$ cat src/rtl/peripheral_noc_pkg.sv
// Shared constants for the APB4-to-NoC endpoint: register offsets and STATUS layout.
// No logic; consumed by the endpoint top.
// Holds the STATUS packing helper so field positions live in one place.
package peripheral_noc_pkg;

    // Register offsets as decoded from PADDR[3:2]
    localparam logic [1:0] OFF_TXDATA = 2'd0;
    localparam logic [1:0] OFF_RXDATA = 2'd1;
    localparam logic [1:0] OFF_STATUS = 2'd2;
    localparam logic [1:0] OFF_CTRL   = 2'd3;

    // STATUS bit and field positions
    localparam int ST_TX_FULL     = 0;
    localparam int ST_TX_EMPTY    = 1;
    localparam int ST_RX_FULL     = 2;
    localparam int ST_RX_EMPTY    = 3;
    localparam int ST_TX_CNT_LSB  = 4;
    localparam int ST_RX_CNT_LSB  = 8;
    localparam int ST_CNT_W       = 4;
    localparam int STATUS_W       = 12;

    // CTRL bit positions
    localparam int CTRL_RX_IRQ_EN = 0;

    function automatic logic [STATUS_W-1:0] pack_status(
        input logic                tx_full,
        input logic                tx_empty,
        input logic                rx_full,
        input logic                rx_empty,
        input logic [ST_CNT_W-1:0] tx_cnt,
        input logic [ST_CNT_W-1:0] rx_cnt
    );
        logic [STATUS_W-1:0] s;
        s                                = '0;
        s[ST_TX_FULL]                    = tx_full;
        s[ST_TX_EMPTY]                   = tx_empty;
        s[ST_RX_FULL]                    = rx_full;
        s[ST_RX_EMPTY]                   = rx_empty;
        s[ST_TX_CNT_LSB +: ST_CNT_W]     = tx_cnt;
        s[ST_RX_CNT_LSB +: ST_CNT_W]     = rx_cnt;
        return s;
    endfunction

endpackage

$ cat src/rtl/peripheral_noc_fifo.sv
// Synchronous circular FIFO with occupancy count (DEPTH power of 2, >= 2).
// Latency: push visible at dat_o one cycle later; dat_o is the head, read combinationally.
// Backpressure: push ignored when full, pop ignored when empty, both judged on pre-edge state.
module peripheral_noc_fifo #(
    parameter int WIDTH = 32,
    parameter int DEPTH = 4
) (
    input  logic                     clk_i,
    input  logic                     rst_ni,
    input  logic                     push_i,
    input  logic [WIDTH-1:0]         dat_i,
    input  logic                     pop_i,
    output logic [WIDTH-1:0]         dat_o,
    output logic                     full_o,
    output logic                     empty_o,
    output logic [$clog2(DEPTH):0]   count_o
);

    localparam int AW = $clog2(DEPTH);
    localparam int CW = AW + 1;

    logic [WIDTH-1:0] mem_q [DEPTH];
    logic [AW-1:0]    wr_ptr_q, wr_ptr_d;
    logic [AW-1:0]    rd_ptr_q, rd_ptr_d;
    logic [CW-1:0]    count_q, count_d;
    logic             push_en;
    logic             pop_en;

    assign full_o  = (count_q == CW'(DEPTH));
    assign empty_o = (count_q == '0);
    assign push_en = push_i && !full_o;
    assign pop_en  = pop_i && !empty_o;
    assign dat_o   = mem_q[rd_ptr_q];
    assign count_o = count_q;

    // Next pointers wrap naturally at DEPTH; count holds on simultaneous push+pop
    always_comb begin
        wr_ptr_d = wr_ptr_q;
        rd_ptr_d = rd_ptr_q;
        count_d  = count_q;
        if (push_en) wr_ptr_d = wr_ptr_q + AW'(1);
        if (pop_en)  rd_ptr_d = rd_ptr_q + AW'(1);
        case ({push_en, pop_en})
            2'b10:   count_d = count_q + CW'(1);
            2'b01:   count_d = count_q - CW'(1);
            default: count_d = count_q;
        endcase
    end

    // Pointer/count state; reset discards contents by emptying, storage left as is
    always_ff @(posedge clk_i or negedge rst_ni) begin
        if (!rst_ni) begin
            wr_ptr_q <= '0;
            rd_ptr_q <= '0;
            count_q  <= '0;
        end else begin
            wr_ptr_q <= wr_ptr_d;
            rd_ptr_q <= rd_ptr_d;
            count_q  <= count_d;
        end
    end

    // Storage write, no reset needed
    always_ff @(posedge clk_i) begin
        if (push_en) mem_q[wr_ptr_q] <= dat_i;
    end

endmodule

$ cat src/rtl/peripheral_apb4_noc_endpoint.sv
// APB4 slave bridging register accesses to a valid/ready NoC flit port (TX and RX FIFOs).
// Latency: zero-wait APB; TXDATA write appears on out_flit next cycle; event_o lags RX state by one cycle.
// Backpressure: out_valid held until out_ready; in_ready drops when RX full; overflow/underflow flagged via PSLVERR.
module peripheral_apb4_noc_endpoint
    import peripheral_noc_pkg::*;
#(
    parameter int APB_ADDR_WIDTH = 8,
    parameter int APB_DATA_WIDTH = 32,
    parameter int FIFO_DEPTH     = 4
) (
    input  logic                      CLK,
    input  logic                      RSTN,
    input  logic [APB_ADDR_WIDTH-1:0] PADDR,
    input  logic [APB_DATA_WIDTH-1:0] PWDATA,
    input  logic                      PWRITE,
    input  logic                      PSEL,
    input  logic                      PENABLE,
    output logic [APB_DATA_WIDTH-1:0] PRDATA,
    output logic                      PREADY,
    output logic                      PSLVERR,
    output logic [APB_DATA_WIDTH-1:0] out_flit,
    output logic                      out_valid,
    input  logic                      out_ready,
    input  logic [APB_DATA_WIDTH-1:0] in_flit,
    input  logic                      in_valid,
    output logic                      in_ready,
    output logic                      event_o
);

    localparam int CW = $clog2(FIFO_DEPTH) + 1;

    logic                      apb_wr, apb_rd;
    logic [1:0]                reg_off;
    logic                      tx_push, rx_pop;
    logic                      tx_full, tx_empty, rx_full, rx_empty;
    logic [CW-1:0]             tx_count, rx_count;
    logic [APB_DATA_WIDTH-1:0] rx_head;
    logic                      ctrl_q, ctrl_d;
    logic                      event_q, event_d;
    logic                      unused_bits;

    assign apb_wr  = PSEL && PENABLE && PWRITE;
    assign apb_rd  = PSEL && PENABLE && !PWRITE;
    assign reg_off = PADDR[3:2];
    assign tx_push = apb_wr && (reg_off == OFF_TXDATA);
    assign rx_pop  = apb_rd && (reg_off == OFF_RXDATA);

    assign PREADY    = 1'b1;
    assign out_valid = !tx_empty;
    assign in_ready  = !rx_full;
    assign event_o   = event_q;

    assign unused_bits = ^{PADDR[APB_ADDR_WIDTH-1:4], PADDR[1:0], PWDATA[APB_DATA_WIDTH-1:1]};

    peripheral_noc_fifo #(.WIDTH(APB_DATA_WIDTH), .DEPTH(FIFO_DEPTH)) u_tx_fifo (
        .clk_i   (CLK),
        .rst_ni  (RSTN),
        .push_i  (tx_push),
        .dat_i   (PWDATA),
        .pop_i   (out_ready),
        .dat_o   (out_flit),
        .full_o  (tx_full),
        .empty_o (tx_empty),
        .count_o (tx_count)
    );

    peripheral_noc_fifo #(.WIDTH(APB_DATA_WIDTH), .DEPTH(FIFO_DEPTH)) u_rx_fifo (
        .clk_i   (CLK),
        .rst_ni  (RSTN),
        .push_i  (in_valid),
        .dat_i   (in_flit),
        .pop_i   (rx_pop),
        .dat_o   (rx_head),
        .full_o  (rx_full),
        .empty_o (rx_empty),
        .count_o (rx_count)
    );

    // Register decode: read mux and error flag, both zero outside an access phase
    always_comb begin
        PRDATA  = '0;
        PSLVERR = 1'b0;
        if (PSEL && PENABLE) begin
            case (reg_off)
                OFF_TXDATA: PSLVERR = PWRITE ? tx_full : 1'b1;
                OFF_RXDATA: begin
                    if (PWRITE || rx_empty) PSLVERR = 1'b1;
                    else                    PRDATA  = rx_head;
                end
                OFF_STATUS: begin
                    if (PWRITE) PSLVERR = 1'b1;
                    else PRDATA = APB_DATA_WIDTH'(pack_status(tx_full, tx_empty, rx_full, rx_empty,
                                                              ST_CNT_W'(tx_count), ST_CNT_W'(rx_count)));
                end
                OFF_CTRL: begin
                    if (!PWRITE) PRDATA = APB_DATA_WIDTH'(ctrl_q);
                end
            endcase
        end
    end

    // CTRL update and interrupt next-state
    always_comb begin
        ctrl_d  = ctrl_q;
        if (apb_wr && (reg_off == OFF_CTRL)) ctrl_d = PWDATA[CTRL_RX_IRQ_EN];
        event_d = ctrl_q && !rx_empty;
    end

    // CTRL and registered interrupt
    always_ff @(posedge CLK or negedge RSTN) begin
        if (!RSTN) begin
            ctrl_q  <= 1'b0;
            event_q <= 1'b0;
        end else begin
            ctrl_q  <= ctrl_d;
            event_q <= event_d;
        end
    end

endmodule

$ cat config.mk
export PLATFORM = sky130hd
export DESIGN_NAME = peripheral_apb4_noc_endpoint
export DESIGN_NICKNAME = d
export VERILOG_FILES = /design/src/rtl/peripheral_noc_pkg.sv /design/src/rtl/peripheral_noc_fifo.sv /design/src/rtl/peripheral_apb4_noc_endpoint.sv
export SDC_FILE = /design/constraint.sdc
export NUM_CORES = 1
export LEC_CHECK = 0
export ABC_AREA = 1
export BUFFER_PORTS_ARGS = -buffer_cell sky130_fd_sc_hd__buf_2
export CAP_MARGIN = 20
export CORE_ASPECT_RATIO = 0.6
export CORE_MARGIN = 2
export CORE_UTILIZATION = 39
export CTS_BUF_LIST = sky130_fd_sc_hd__clkbuf_4
export DETAILED_ROUTE_END_ITERATION = 7
export SYNTH_ARGS = -nofsm -noshare
export SYNTH_HDL_FRONTEND = slang
export SYNTH_SLANG_ARGS = --single-unit
export TNS_END_PERCENT = 30
$ cat constraint.sdc
create_clock -name CLK -period 7.7 [get_ports CLK]
set_input_delay 0.77 -clock CLK [delete_from_list [all_inputs] [get_ports CLK]]
set_output_delay 0.77 -clock CLK [all_outputs]
set_load 0.03 [all_outputs]
==> impl_metrics.ini, run 1 <==
[routing]
vias_per_cell = 4.75
wl_um = 24300
vias = 6984
first_iter_violations = 508
wire_per_inst_um = 16.5
dr.pass1.iters = 5
antenna_left = 0
post-route-drc-count = 0

[synth]
synth_fa_ha_area_share_pct = 1.51
synth_top_family_by_area = simple AND/OR/NAND/NOR gates
synthCells = 872
synth-simple-area-share_pct = 10.4
synthMuxAreaShare_pct = 0
synthArstFlopShare_pct = 5.88
yosys-top-cells-area = edfxtp_1 (70%), nor2_1 (6.1%), o21ai_0 (3.8%), dfrtp_1 (3.7%), nand2_1 (2.5%)
netlist_area_mm2 = 0.0110
avgSynthCellArea_um2 = 12.6
synthDistinctLibCells = 28
seq_area_frac_synth_pct = 73.8
synth_compound_gate_area_share_pct = 9.54
ys_ff_latch = 272
yosysTopAreaCell = edfxtp_1
synth-xor-area-share_pct = 0.639
synth_common_cells = edfxtp_1 (256), nor2_1 (179), o21ai_0 (83)
synth_edf_count = 256
synthFlopType = edfxtp_1
synth_top_area_share_pct = 70.1
synth_nets = 963
yosysMostFrequentCell = edfxtp_1
yosys_warnings = 0

[timing]
rsz0062_at_grt = no
max_slew_margin_pct = 27.5
setup_viol_count_final = 0
setup_tns_ns = 0
period_minus_slack_ns = 3.65
fin_crit_sh_pct = 47.4
slew_viol_final = 0
hold_viol = 0
skew_ns = 0.0546
holdWs_ns = 0.260
clock.fmax_mhz = 274
tightest_slew_ns = 1.09

[critical_path]
rrSetupSlack_ns = 5.24
critPathMaxFanout = 34
endpoint_kind = output pin
critical_path_class = flop to output pin
crit_required_ns = 6.93
cp-start-kind = flop
r2r_cells = 9
r2r_start = u_tx_fifo.count_o[0]
timing.rr.end = u_tx_fifo.count_o[2]
crit_arrival_ns = 2.88

[power]
p_per_area_mw_per_mm2 = 360
vdd_ir_drop_max_mv = 0.188
power.leakage_nw = 5.01

[cells_and_area]
area.sequential_mm2 = 0.00809
instances_no_fill = 1470
areaGrowthSynthToFinish_pct = 20.3
final_nets = 1141
multi_input_area_mm2 = 0.00249
fillers = 2461
layout-drive-gt1-share_pct = 27.6

[global_routing]
grt_first_pass_wirelength_um = 37200
overflow = 0
track_usage_pct = 16.7
grt_start_max_net_pins = 67
grt_pass1_vias = 6730
antenna_found_initial = 5

[placed_design]
dp_hpwl_um = 13900
port_buffers = 140
place_inst = 1341
place_congestion = 0.755

[floorplanning]
placement_rows = 47
chipHeight_um = 134
start_util_pct = 39.7
die-area_mm2 = 0.0295
coreArea_mm2 = 0.0276
die_w_um = 220
io_pins = 148

[cts]
cts_sinks = 272
cts_buffers = 66
cts_tree = yes
clk_pin_slew_ns = 0.07
cts_max_path_buffers = 3
cts_root_buf = clkbuf_4
postCtsSetupBuffers = 0
clock_latency_ns = 0.71
htreeDepth = 3

[worst_hold_path]
holdPathStages = 1
holdPathEnd = u_tx_fifo.mem_q[2][29]
holdCritStartpoint = PWDATA[29]
hold_class = input port to flop

[flow_run]
maxCapViolCount = 0

[outcome]
run_status = complete, no violations
==> power breakdown <==
group          internal (mW)  leakage (nW)  switching (mW)  total (mW)
clock network          0.741         0.555           0.574        1.31
logic                  0.436          1.95            1.13        1.57
registers               1.81          2.50          0.0544        1.87
total                   2.99          5.01            1.76        4.75
==> cell usage in the layout (no fill, tap or decap), types with 2 or more instances in the layout <==
cell type / n
buf_16: 5
xor2_1: 6
ha_1: 10
o22ai_1: 32
o21ai_1: 35
buf_2: 140
clkinv_1: 8
a21oi_1: 16
nand3_1: 26
clkinv_2: 2
nor2_4: 8
nand2_1: 74
nor2_1: 171
clkbuf_4: 102
a21oi_2: 20
inv_2: 4
buf_12: 4
edfxtp_1: 256
diode_2: 2
dfrtp_1: 14
buf_4: 5
fa_1: 2
bufinv_16: 4
inv_1: 60
o21ai_0: 83
dfrtp_2: 2
xnor2_1: 2
==> metal layers <==
metal / wire [um] / track usage, %
met4: 558 / 7.61
met3: 1180 / 4.63
met5: 24 / 0
met2: 11500 / 25.4
met1: 11100 / 22.5
==> how the worst max path moves through the flow <==
stage / slack [ns] / end / startpoint
2_1_floorplan: 4.69 / u_tx_fifo.mem_q[0][0] / PWRITE
3_3_place_gp: 4.33 / u_tx_fifo.mem_q[0][5] / PSEL
3_5_place_dp: 4.34 / u_tx_fifo.mem_q[3][5] / PSEL
4_1_cts: 3.80 / out_flit[27] / u_tx_fifo.rd_ptr_q[0]
5_1_grt: 3.77 / out_flit[27] / u_tx_fifo.rd_ptr_q[1]
6_report: 4.05 / out_flit[0] / u_tx_fifo.rd_ptr_q[1]
==> sequential cells by signal (all words and copies together) (netlist names) <==
name,flops
u_tx_fifo.count_o,3
u_tx_fifo.wr_ptr_q,2
u_tx_fifo.rd_ptr_q,2
u_rx_fifo.rd_ptr_q,2
ctrl_q,1
u_rx_fifo.count_o,3
event_o,1
u_tx_fifo.mem_q,128
u_rx_fifo.mem_q,128
u_rx_fifo.wr_ptr_q,2
==> area by class of cell <==
class / instances / share of cell area, %
diodes: 2 / 0.0379
clock buffers: 102 / 5.81
multi-input cells: 492 / 18.9
well taps: 367 / 3.48
clock inverters: 17 / 1.37
repair buffers: 155 / 7.32
flip-flops and latches: 272 / 61.3
inverters: 63 / 1.79
==> worst max-delay path: stages (launching register included) <==
cell and delay, ns:
dfrtp_1 0.36, buf_4 0.25, inv_1 0.84, o21ai_0 0.21, o22ai_1 0.25, buf_2 0.25
==> per-stage QoR <==
step                util, %  setup WS (ns)  total power, mW  cell area (um^2)
floorplan                 -           4.69             2.98             11000
global placement       43.6           4.33             3.41             12000
detailed placement     43.8           4.34             3.44             12100
CTS                    47.2           3.80             4.76             13000
global route           47.8           3.77             5.03             13200
finish                 47.8           4.05             4.75             13200
==> cell families (layout without fill, tap and decap cells) <==
| logic type | after synthesis | after routing |
|---|---|---|
| xor+xnor | 8 | 8 |
| compound gates | 186 | 186 |
| fa+ha+maj | 12 | 12 |
| buf+inv | 108 | 337 |
| simple gates | 285 | 285 |
| other cells | 1 | 3 |
| flops | 272 | 272 |
==> repair_timing <==
| item | in CTS | in global routing |
|---|---|---|
| hold buffers | 1 | 0 |
| endpoints found under the hold margin | 16 | 0 |
| gates resized for setup | 0 | 0 |
Power figures use the tool's default switching activity.
==> inputs of run 2 (changes only) <==
Clock period 7.7 ns to 3.4 ns, I/O delays scaled along.
==> impl_metrics.ini, run 2 (synthesis results as in run 1) <==
[critical_path]
crit_required_ns = 3.06
r2r_start = u_tx_fifo.count_o[0]
cp-startpoint = u_rx_fifo.rd_ptr_q[0]
rrSetupSlack_ns = 0.98
r2r_cells = 9
critical_path_class = flop to output pin
endpoint_kind = output pin
crit_chain = inv_2 > buf_4 > nor2_1 > o21ai_0 > nand2_1 > nand2_1 > buf_2
slowest_delay_ns = 0.57
endpoint = PRDATA[5]
cp-start-kind = flop
timing.rr.end = u_tx_fifo.count_o[2]
crit_arrival_ns = 2.58
cp_common_cell = nand2_1
cp_slowest_cell = inv_2
critPathMaxFanout = 41

[timing]
setup_tns_ns = 0
clock.fmax_mhz = 342
rsz0062_at_grt = no
setup_viol_count_final = 0
tightest_slew_ns = 0.779
period_minus_slack_ns = 2.92
hold_viol = 0
max_slew_margin_pct = 48.0
fin_crit_sh_pct = 85.9
slew_viol_final = 0
skew_ns = 0.0442

[routing]
first_iter_violations = 477
post-route-drc-count = 0
wl_um = 25200
vias = 7279
vias_per_cell = 4.74
antenna_left = 0
dr.pass1.iters = 5
wire_per_inst_um = 16.4

[cts]
cts_tree = yes
clock_latency_ns = 0.71
hold_buffers = 68
cts_resized = 0
cts_max_path_buffers = 3
cts_sinks = 272
cts_root_buf = clkbuf_4
htreeDepth = 3
clk_pin_slew_ns = 0.07
postCtsSetupBuffers = 0
cts_buffers = 68

[floorplanning]
die-area_mm2 = 0.0295
coreArea_mm2 = 0.0276
die_w_um = 220
placement_rows = 47
start_util_pct = 39.7
io_pins = 148
chipHeight_um = 134

[worst_hold_path]
hold_class = input port to async pin

[global_routing]
grt_pass1_vias = 7423
grt_start_max_net_pins = 67
antenna_found_initial = 3
overflow = 0
grt_first_pass_wirelength_um = 39600
track_usage_pct = 17.5

[cells_and_area]
final_nets = 1216
largest_registers = u_rx_fifo.mem_q (128), u_tx_fifo.mem_q (128)
final_cell_mix = edfxtp_1 (256), nor2_1 (171), buf_2 (140), clkbuf_4 (101), o21ai_0 (83)
final_common_cell = edfxtp_1
post-route-util_pct = 49.5
fillers = 2447
areaGrowthSynthToFinish_pct = 24.7
layout-drive-gt1-share_pct = 26.0
instances_no_fill = 1536

[placed_design]
place_congestion = 0.757
place_inst = 1354
port_buffers = 140
dp_hpwl_um = 14800

[outcome]
run_status = complete, no violations

[power]
power.leakage_nw = 5.22
vdd_ir_drop_max_mv = 0.414
p_per_area_mw_per_mm2 = 767
p_total_mw = 10.5

[flow_run]
maxCapViolCount = 0
==> run 2: power breakdown <==
group	leakage [nW]	internal (mW)	switching, mW
registers	2.50	4.11	0.187
logic	2.22	1.00	2.51
clock network	0.498	1.42	1.26
==> run 2: worst min path at each step <==
stage	to	slack, ns	depth (start not counted)
floorplan	ctrl_q	0.04	0
global placement	u_rx_fifo.wr_ptr_q[1]	0.31	1
detailed placement	u_rx_fifo.wr_ptr_q[1]	0.31	1
CTS	ctrl_q	0.07	2
global route	ctrl_q	0.13	2
finish	u_tx_fifo.count_o[0]	0.12	2
==> run 2: metal layers <==
layer	vias up	wire [um]	GRT usage, %
li1	3606	-	-
met1	3492	11500	23.2
met2	128	12000	27.5
met3	51	1040	4.69
met4	2	587	7.35
met5	-	16	0
==> run 2: final cells by class <==
cell class	instances	area, um^2	area share [%]
multi-input combinational	492	2490	18.2
inverter	63	236	1.73
tap	367	459	3.36
sequential	272	8090	59.2
antenna	2	5.00	0.0366
timing repair buffer	228	1560	11.4
clock buffer	101	758	5.55
clock inverter	11	71.3	0.522
==> run 2: worst max-delay path, delay by kind of cell (launching register included) <==
kind	cells	cell delay (ns)
buffers and inverters	3	1.07
DFF	1	0.40
AOI/OAI and AO/OA	1	0.22
and+or+nand+nor	3	0.20
==> run 2: stage by stage <==
| step | hold slack [ns] | worst slack (ns) | instance area (um^2) |
|---|---|---|---|
| 4_1_cts | 0.0722 | 0.375 | 13700 |
| 6_report | 0.122 | 0.479 | 13700 |
| 2_1_floorplan | 0.0444 | 0.664 | 11000 |
| 3_5_place_dp | 0.307 | 0.663 | 12100 |
| 5_1_grt | 0.126 | 0.206 | 13700 |
| 3_3_place_gp | 0.307 | 0.728 | 12100 |
